==> src/rtl/uart_cmd_ctrl_if.sv <==
// uart_cmd_ctrl_if: bundles the receiver strobe, game tick and the command
// outputs of uart_cmd_ctrl. DEPTH must match the controller's DEPTH so that
// o_count has the same width on both sides.
interface uart_cmd_ctrl_if #(
    parameter int DEPTH = 2
);
    localparam int CW = $clog2(DEPTH) + 1;

    logic          i_rx_wr;
    logic [7:0]    i_rx_data;
    logic          i_tick;
    logic [1:0]    o_dir;
    logic          o_dir_valid;
    logic          o_pause;
    logic          o_restart;
    logic          o_overflow;
    logic [CW-1:0] o_count;

    // Receiver / game side: drives strobe, byte and tick, observes commands.
    modport master (
        output i_rx_wr, i_rx_data, i_tick,
        input  o_dir, o_dir_valid, o_pause, o_restart, o_overflow, o_count
    );

    // Controller side.
    modport slave (
        input  i_rx_wr, i_rx_data, i_tick,
        output o_dir, o_dir_valid, o_pause, o_restart, o_overflow, o_count
    );
endinterface

==> src/rtl/uart_cmd_ctrl.sv <==
// uart_cmd_ctrl: command controller between the UART receiver and the snake
// game logic. Captures each receiver byte once on the rising edge of its
// (possibly multi-cycle) strobe, decodes WASD turns into a small FIFO, releases
// one turn per game tick, and handles pause-toggle ('p') and restart ('r').
//
// Build option: define UART_CMD_UPPERCASE_EN to make 'W','A','S','D','P','R'
// decode like their lowercase forms; otherwise uppercase bytes are ignored.
//
// Capture FSM states:
//   state     | meaning
//   ST_ARM    | first cycle after reset; prev_wr loads, no capture allowed
//   ST_IDLE   | waiting for a rising edge of i_rx_wr
//   ST_DECODE | byte register holds a fresh byte; its command acts this cycle
module uart_cmd_ctrl #(
    parameter int         DEPTH    = 2,
    parameter logic [1:0] INIT_DIR = 2'b01
) (
    input logic         i_clk,
    input logic         rst,
    uart_cmd_ctrl_if.slave bus
);
    localparam int PW = $clog2(DEPTH);
    localparam int CW = PW + 1;
    localparam logic [PW-1:0] PTR_ONE = PW'(1);
    localparam logic [CW-1:0] CNT_ONE = CW'(1);
    localparam logic [CW-1:0] CNT_FULL = CW'(DEPTH);

    typedef enum logic [1:0] {
        ST_ARM    = 2'd0,
        ST_IDLE   = 2'd1,
        ST_DECODE = 2'd2
    } cap_state_t;

    cap_state_t    state_q;
    cap_state_t    state_d;
    logic          prev_wr_q;
    logic [7:0]    byte_q;
    logic          rx_edge;
    logic          capture;
    logic          decode_en;

    logic          cmd_turn;
    logic          cmd_pause;
    logic          cmd_restart;
    logic [1:0]    cmd_dir;

    logic [1:0]    mem_q [DEPTH];
    logic [PW-1:0] head_q;
    logic [PW-1:0] tail_q;
    logic [CW-1:0] count_q;

    logic [1:0]    dir_q;
    logic          dir_valid_q;
    logic          pause_q;
    logic          restart_q;
    logic          overflow_q;

    logic [1:0]    ref_dir;
    logic          turn_legal;
    logic          queue_full;
    logic          do_pop;
    logic          do_push;
    logic          do_drop;

    assign rx_edge = bus.i_rx_wr & ~prev_wr_q;

    // Capture FSM state register.
    always_ff @(posedge i_clk) begin
        if (rst) begin
            state_q <= ST_ARM;
        end else begin
            state_q <= state_d;
        end
    end

    // Capture FSM next-state logic: a byte is decoded exactly one cycle after capture.
    always_comb begin
        state_d = state_q;
        case (state_q)
            ST_ARM:    state_d = ST_IDLE;
            ST_IDLE:   if (rx_edge) state_d = ST_DECODE;
            ST_DECODE: state_d = ST_IDLE;
            default:   state_d = ST_IDLE;
        endcase
    end

    // Capture FSM outputs: when to latch the byte and when to act on it.
    always_comb begin
        capture   = 1'b0;
        decode_en = 1'b0;
        case (state_q)
            ST_IDLE:   capture   = rx_edge;
            ST_DECODE: decode_en = 1'b1;
            default: begin
                capture   = 1'b0;
                decode_en = 1'b0;
            end
        endcase
    end

    // Strobe history and byte register; a strobe held through reset release
    // is absorbed by ST_ARM and never captured.
    always_ff @(posedge i_clk) begin
        if (rst) begin
            prev_wr_q <= 1'b0;
            byte_q    <= 8'h00;
        end else begin
            prev_wr_q <= bus.i_rx_wr;
            if (capture) begin
                byte_q <= bus.i_rx_data;
            end
        end
    end

    // Command decode from the byte register, valid only in the decode cycle.
    always_comb begin
        cmd_turn    = 1'b0;
        cmd_pause   = 1'b0;
        cmd_restart = 1'b0;
        cmd_dir     = 2'b00;
        if (decode_en) begin
            case (byte_q)
                8'h77: begin cmd_turn = 1'b1; cmd_dir = 2'b00; end
                8'h64: begin cmd_turn = 1'b1; cmd_dir = 2'b01; end
                8'h73: begin cmd_turn = 1'b1; cmd_dir = 2'b10; end
                8'h61: begin cmd_turn = 1'b1; cmd_dir = 2'b11; end
                8'h70: cmd_pause   = 1'b1;
                8'h72: cmd_restart = 1'b1;
`ifdef UART_CMD_UPPERCASE_EN
                8'h57: begin cmd_turn = 1'b1; cmd_dir = 2'b00; end
                8'h44: begin cmd_turn = 1'b1; cmd_dir = 2'b01; end
                8'h53: begin cmd_turn = 1'b1; cmd_dir = 2'b10; end
                8'h41: begin cmd_turn = 1'b1; cmd_dir = 2'b11; end
                8'h50: cmd_pause   = 1'b1;
                8'h52: cmd_restart = 1'b1;
`endif
                default: begin
                    cmd_turn    = 1'b0;
                    cmd_pause   = 1'b0;
                    cmd_restart = 1'b0;
                end
            endcase
        end
    end

    // Turn legality is judged against the newest pending turn (or the current
    // direction when nothing is pending), evaluated before any same-cycle pop.
    always_comb begin
        ref_dir    = (count_q != '0) ? mem_q[tail_q - PTR_ONE] : dir_q;
        turn_legal = cmd_turn && (cmd_dir != ref_dir) && (cmd_dir != (ref_dir ^ 2'b10));
        queue_full = (count_q == CNT_FULL);
        do_pop     = bus.i_tick && !pause_q && (count_q != '0) && !cmd_restart;
        do_push    = turn_legal && (!queue_full || do_pop);
        do_drop    = turn_legal && queue_full && !do_pop;
    end

    // Queue storage; contents are don't-care while unoccupied.
    always_ff @(posedge i_clk) begin
        if (do_push) begin
            mem_q[tail_q] <= cmd_dir;
        end
    end

    // Queue pointers and occupancy; restart flushes.
    always_ff @(posedge i_clk) begin
        if (rst || cmd_restart) begin
            head_q  <= '0;
            tail_q  <= '0;
            count_q <= '0;
        end else begin
            if (do_push) begin
                tail_q <= tail_q + PTR_ONE;
            end
            if (do_pop) begin
                head_q <= head_q + PTR_ONE;
            end
            case ({do_push, do_pop})
                2'b10:   count_q <= count_q + CNT_ONE;
                2'b01:   count_q <= count_q - CNT_ONE;
                default: count_q <= count_q;
            endcase
        end
    end

    // Direction, pause, overflow and the one-cycle pulses.
    always_ff @(posedge i_clk) begin
        if (rst) begin
            dir_q       <= INIT_DIR;
            dir_valid_q <= 1'b0;
            pause_q     <= 1'b0;
            restart_q   <= 1'b0;
            overflow_q  <= 1'b0;
        end else begin
            dir_valid_q <= do_pop;
            restart_q   <= cmd_restart;
            if (cmd_restart) begin
                dir_q      <= INIT_DIR;
                pause_q    <= 1'b0;
                overflow_q <= 1'b0;
            end else begin
                if (do_pop) begin
                    dir_q <= mem_q[head_q];
                end
                if (cmd_pause) begin
                    pause_q <= ~pause_q;
                end
                if (do_drop) begin
                    overflow_q <= 1'b1;
                end
            end
        end
    end

    assign bus.o_dir       = dir_q;
    assign bus.o_dir_valid = dir_valid_q;
    assign bus.o_pause     = pause_q;
    assign bus.o_restart   = restart_q;
    assign bus.o_overflow  = overflow_q;
    assign bus.o_count     = count_q;
endmodule

==> src/flat_wrapper.sv <==
// flat-port wrapper written by rule: the top's interface ports become plain ports
module uart_cmd_ctrl_flat 
#(
    parameter int         DEPTH    = 2,
    parameter logic [1:0] INIT_DIR = 2'b01
)
  (i_clk, rst, bus_i_rx_wr, bus_i_rx_data, bus_i_tick, bus_o_dir, bus_o_dir_valid, bus_o_pause, bus_o_restart, bus_o_overflow, bus_o_count);
  uart_cmd_ctrl_if #(.DEPTH(DEPTH)) bus_i ();
  input logic i_clk;
  input logic rst;
  input wire logic [$bits(bus_i.i_rx_wr)-1:0] bus_i_rx_wr;
  input wire logic [$bits(bus_i.i_rx_data)-1:0] bus_i_rx_data;
  input wire logic [$bits(bus_i.i_tick)-1:0] bus_i_tick;
  output wire logic [$bits(bus_i.o_dir)-1:0] bus_o_dir;
  output wire logic [$bits(bus_i.o_dir_valid)-1:0] bus_o_dir_valid;
  output wire logic [$bits(bus_i.o_pause)-1:0] bus_o_pause;
  output wire logic [$bits(bus_i.o_restart)-1:0] bus_o_restart;
  output wire logic [$bits(bus_i.o_overflow)-1:0] bus_o_overflow;
  output wire logic [$bits(bus_i.o_count)-1:0] bus_o_count;
  assign bus_i.i_rx_wr = bus_i_rx_wr;
  assign bus_i.i_rx_data = bus_i_rx_data;
  assign bus_i.i_tick = bus_i_tick;
  assign bus_o_dir = bus_i.o_dir;
  assign bus_o_dir_valid = bus_i.o_dir_valid;
  assign bus_o_pause = bus_i.o_pause;
  assign bus_o_restart = bus_i.o_restart;
  assign bus_o_overflow = bus_i.o_overflow;
  assign bus_o_count = bus_i.o_count;
  uart_cmd_ctrl #(.DEPTH(DEPTH), .INIT_DIR(INIT_DIR)) u_core (.i_clk(i_clk), .rst(rst), .bus(bus_i));
endmodule
==> config.mk <==
export PLATFORM = sky130hd
export DESIGN_NAME = uart_cmd_ctrl_flat
export DESIGN_NICKNAME = d
export VERILOG_FILES = /design/src/rtl/uart_cmd_ctrl_if.sv /design/src/rtl/uart_cmd_ctrl.sv /design/src/flat_wrapper.sv
export SDC_FILE = /design/constraint.sdc
export NUM_CORES = 1
export LEC_CHECK = 0
export ABC_AREA = 1
export CORE_UTILIZATION = 45
export DETAILED_ROUTE_END_ITERATION = 12
export GPL_TIMING_DRIVEN = 0
export PLACE_DENSITY = 0.78
export SYNTH_ARGS = -nofsm -noshare
export SYNTH_HDL_FRONTEND = slang
export SYNTH_SLANG_ARGS = --single-unit
==> constraint.sdc <==
create_clock -name i_clk -period 2.62 [get_ports i_clk]
set_input_delay 0.786 -clock i_clk [delete_from_list [all_inputs] [get_ports i_clk]]
set_output_delay 0.786 -clock i_clk [all_outputs]
set_load 0.02 [all_outputs]
==> flow_summary_export.csv <==
group,metric,value,unit
routing,via_per_inst,5.01,
die,core,2300,um2
final_layout,syn_to_final_growth,22.3,%
placement,dp_hpwl,1750,um
routing,dr.pass1.iters,5,
clocking,root_buffer,"clkbuf_4",
routing,drc,0,
logic_synthesis,synth-seq-cells,25,
sta,skew,0.00982,ns
critical_path,worstSetupEndpointType,"primary output",
routing,wl_met2,1150,um
pwr,power.internal,0.682,mW
critical_path,cp.arrival,1.41,ns
clocking,cts_resized,0,
routing,route.antenna.remaining_nets,0,
logic_synthesis,synth_cells,149,
critical_path,r2r-start,"u_core.bus.o_count[0]$_SDFFE_PP0P_",
grt,grt_pass1_wl,3750,um
clocking,clock-sinks,25,
die,dieArea,2730,um2
final_layout,layout_common_cells,"nand2_1, nor2_1, dfxtp_1",
worst_hold_path,min_from,"u_core.byte_q[7]$_SDFFE_PP0P_",
sta,tightest_slew,0.311,ns
placement,io_buffers,19,
die,die_h,52.2,um
final_layout,num-nets-final,185,
critical_path,crit_start,"u_core.bus.o_count[0]$_SDFFE_PP0P_",
critical_path,crit_type,"reg2out",
clocking,path_clk_slew,0.14,ns
clocking,cts_buffers,3,
outcome,outcome,"complete, no violations",
run,drv_cap,0,
grt,overflow,0,
sta,fin_tns_setup,0,ns
sta,grt_setup_unrepaired,"false",
critical_path,crit_path_start_kind,"register",
placement,post_dp_cell_area,1360,um2
sta,worst_slack,0.423,ns
logic_synthesis,seq_area_frac_synth,0.476,
logic_synthesis,synth.cell_area,1130,um2
critical_path,critPathMaxStageDelay,0.64,ns
critical_path,critPathTopFamily,"buffers and inverters",
clocking,hold_buffers,0,
logic_synthesis,yosys_warnings,0,
grt,grtUsageTotal,0.190,
sta,hold_viol,0,
clocking,cts_tree,"built",
critical_path,crit_slowest_cell,"clkdlybuf4s50_1",
sta,setup_violations,0,
logic_synthesis,syn_area_per_cell,7.62,um2
pwr,comb_power_share,0.423,
pwr,p_clk_frac,0.150,
routing,maxUsedRoutingLayer,"met4",
sta,period_needed,2.20,ns
placement,pre_cts_ws,0.211,ns
routing,finalWirelength,2230,um
critical_path,crit_fanout,5,
worst_hold_path,hp-class,"reg2reg",
die,rows,17,
logic_synthesis,netlist-cell-type-count,27,
final_layout,final_common_cell,"nand2_1",
pwr,vdd_ir_drop_max,0.478,mV
critical_path,cp.required,1.83,ns
final_layout,drive_gt1_frac,0.128,
pwr,swShare,0.396,
sta,slew_violations,0,
sta,max_freq,455,MHz
grt,grt_pass1_vias,960,
routing,drt_iter0_drc,16,
sta,slew_headroom,0.790,
final_layout,n_fill_cell,217,
grt,antenna_found_initial,0,
clocking,cts_max_level,1,
grt,grt_max_degree,15,
critical_path,cp.buffers_inverters,1,
placement,routabilityCongestion,0.784,
critical_path,worstPathCellList,"clkdlybuf4s50_1",
clocking,cts_buffer_depth,2,
pwr,p_switching,0.448,mW
final_layout,fin_area,1390,um2
die,pin_count,20,
sta,fin_crit_sh,0.838,
pwr,p_per_area,814,nW/um2
routing,wl_met1,952,um
routing,wl_met3,91,um
pwr,p_seq_frac,0.428,
clocking,postCtsSetupRepairBufs,0,
die,initial_core_util,0.494,
logic_synthesis,synth_nets,161,
pwr,leakage,0.580,nW
routing,wl_per_cell,11.1,um
routing,vias,1002,
clocking,clk_latency,0.32,ns
final_layout,antenna-diode-count,0,
sta,whs,0.498,ns
die,fp.dieW,52.2,um
==> cell type report <==
class / count / area, um2 / share of cell area
Clock buffer: 3 / 22.5 / 0.0162
Timing Repair Buffer: 19 / 190 / 0.137
Sequential cell: 25 / 541 / 0.390
Clock inverter: 1 / 5.00 / 0.00361
Inverter: 22 / 83.8 / 0.0604
Multi-Input combinational cell: 102 / 510 / 0.368
Tap cell: 28 / 35.0 / 0.0252
==> layer usage <==
layer / vias to the layer above / track usage
met5: - / 0
li1: 522 / -
met2: 27 / 0.361
met4: 0 / 0.101
met1: 449 / 0.198
met3: 4 / 0.0261
==> cells in the mapped netlist, drive strengths merged <==
library cell | count | area [um2]
xor2 | 1 | 8.76
nand3 | 10 | 65.1
nor4 | 1 | 6.26
a31oi | 1 | 6.26
nand2 | 44 | 185
a22o | 2 | 17.5
edfxtp | 4 | 120
o311ai | 1 | 8.76
o21ai | 9 | 48.8
clkinv | 2 | 8.75
inv | 20 | 75.1
o211ai | 1 | 7.51
nor2 | 26 | 110
dfxtp | 21 | 420
a21oi | 2 | 10.0
nor3 | 2 | 21.3
nand4 | 1 | 6.26
o32ai | 1 | 8.76
==> worst reg2reg max path: cells and delay by family (launching register included) <==
kind                   cells  cell delay, ns
buffers and inverters      2            0.16
AND/OR/NAND/NOR            5            0.74
AO/OA/AOI/OAI              1            0.12
flip-flops                 1            0.45
==> path summary, 6_finish.rpt <==
check                                   to  slack, ns  depth (start not counted)
max reg2reg   u_core.mem_q[0][1]$_DFFE_PP_       0.86                          8
min reg2reg  u_core.byte_q[7]$_SDFFE_PP0P_       0.50                          2
min          u_core.byte_q[7]$_SDFFE_PP0P_       0.50                          2
max                         bus_o_count[0]       0.42                          1
==> through the flow <==
| stage | total power [mW] | std cells | utilization |
|---|---|---|---|
| after floorplan | 0.830 | 149 | - |
| after global placement | 0.949 | 196 | 0.592 |
| after detailed placement | 0.966 | 196 | 0.592 |
| after CTS | 1.14 | 200 | 0.604 |
| after global routing | 1.22 | 200 | 0.604 |
| final | 1.13 | 200 | 0.604 |
==> flip-flops by register name, summed over array words and instances, names as in the netlist <==
name	cells
u_core.byte_q	8
u_core.mem_q	4
u_core.bus.o_count	2
u_core.bus.o_dir	2
u_core.state_q	2
u_core.bus.o_dir_valid	1
u_core.bus.o_overflow	1
u_core.bus.o_pause	1
u_core.bus.o_restart	1
u_core.head_q	1
u_core.prev_wr_q	1
u_core.tail_q	1
==> power by group through the flow <==
| stage | combinational, mW | sequential (mW) | clock (mW) |
|---|---|---|---|
| floorplan | 0.312 | 0.518 | 0 |
| global placement | 0.462 | 0.487 | 0 |
| detailed placement | 0.474 | 0.492 | 0 |
| CTS | 0.477 | 0.483 | 0.176 |
| global route | 0.537 | 0.490 | 0.191 |
| finish | 0.478 | 0.483 | 0.169 |
==> cells by family (layout without fill, tap and decap cells) <==
family          after synthesis  after routing  synth area share
simple gates                 84             84             0.347
xor+xnor                      1              1           0.00772
buf+inv                      22             45            0.0739
flops                        25             25             0.476
compound gates               17             17            0.0948
Power figures use the tool's default switching activity.
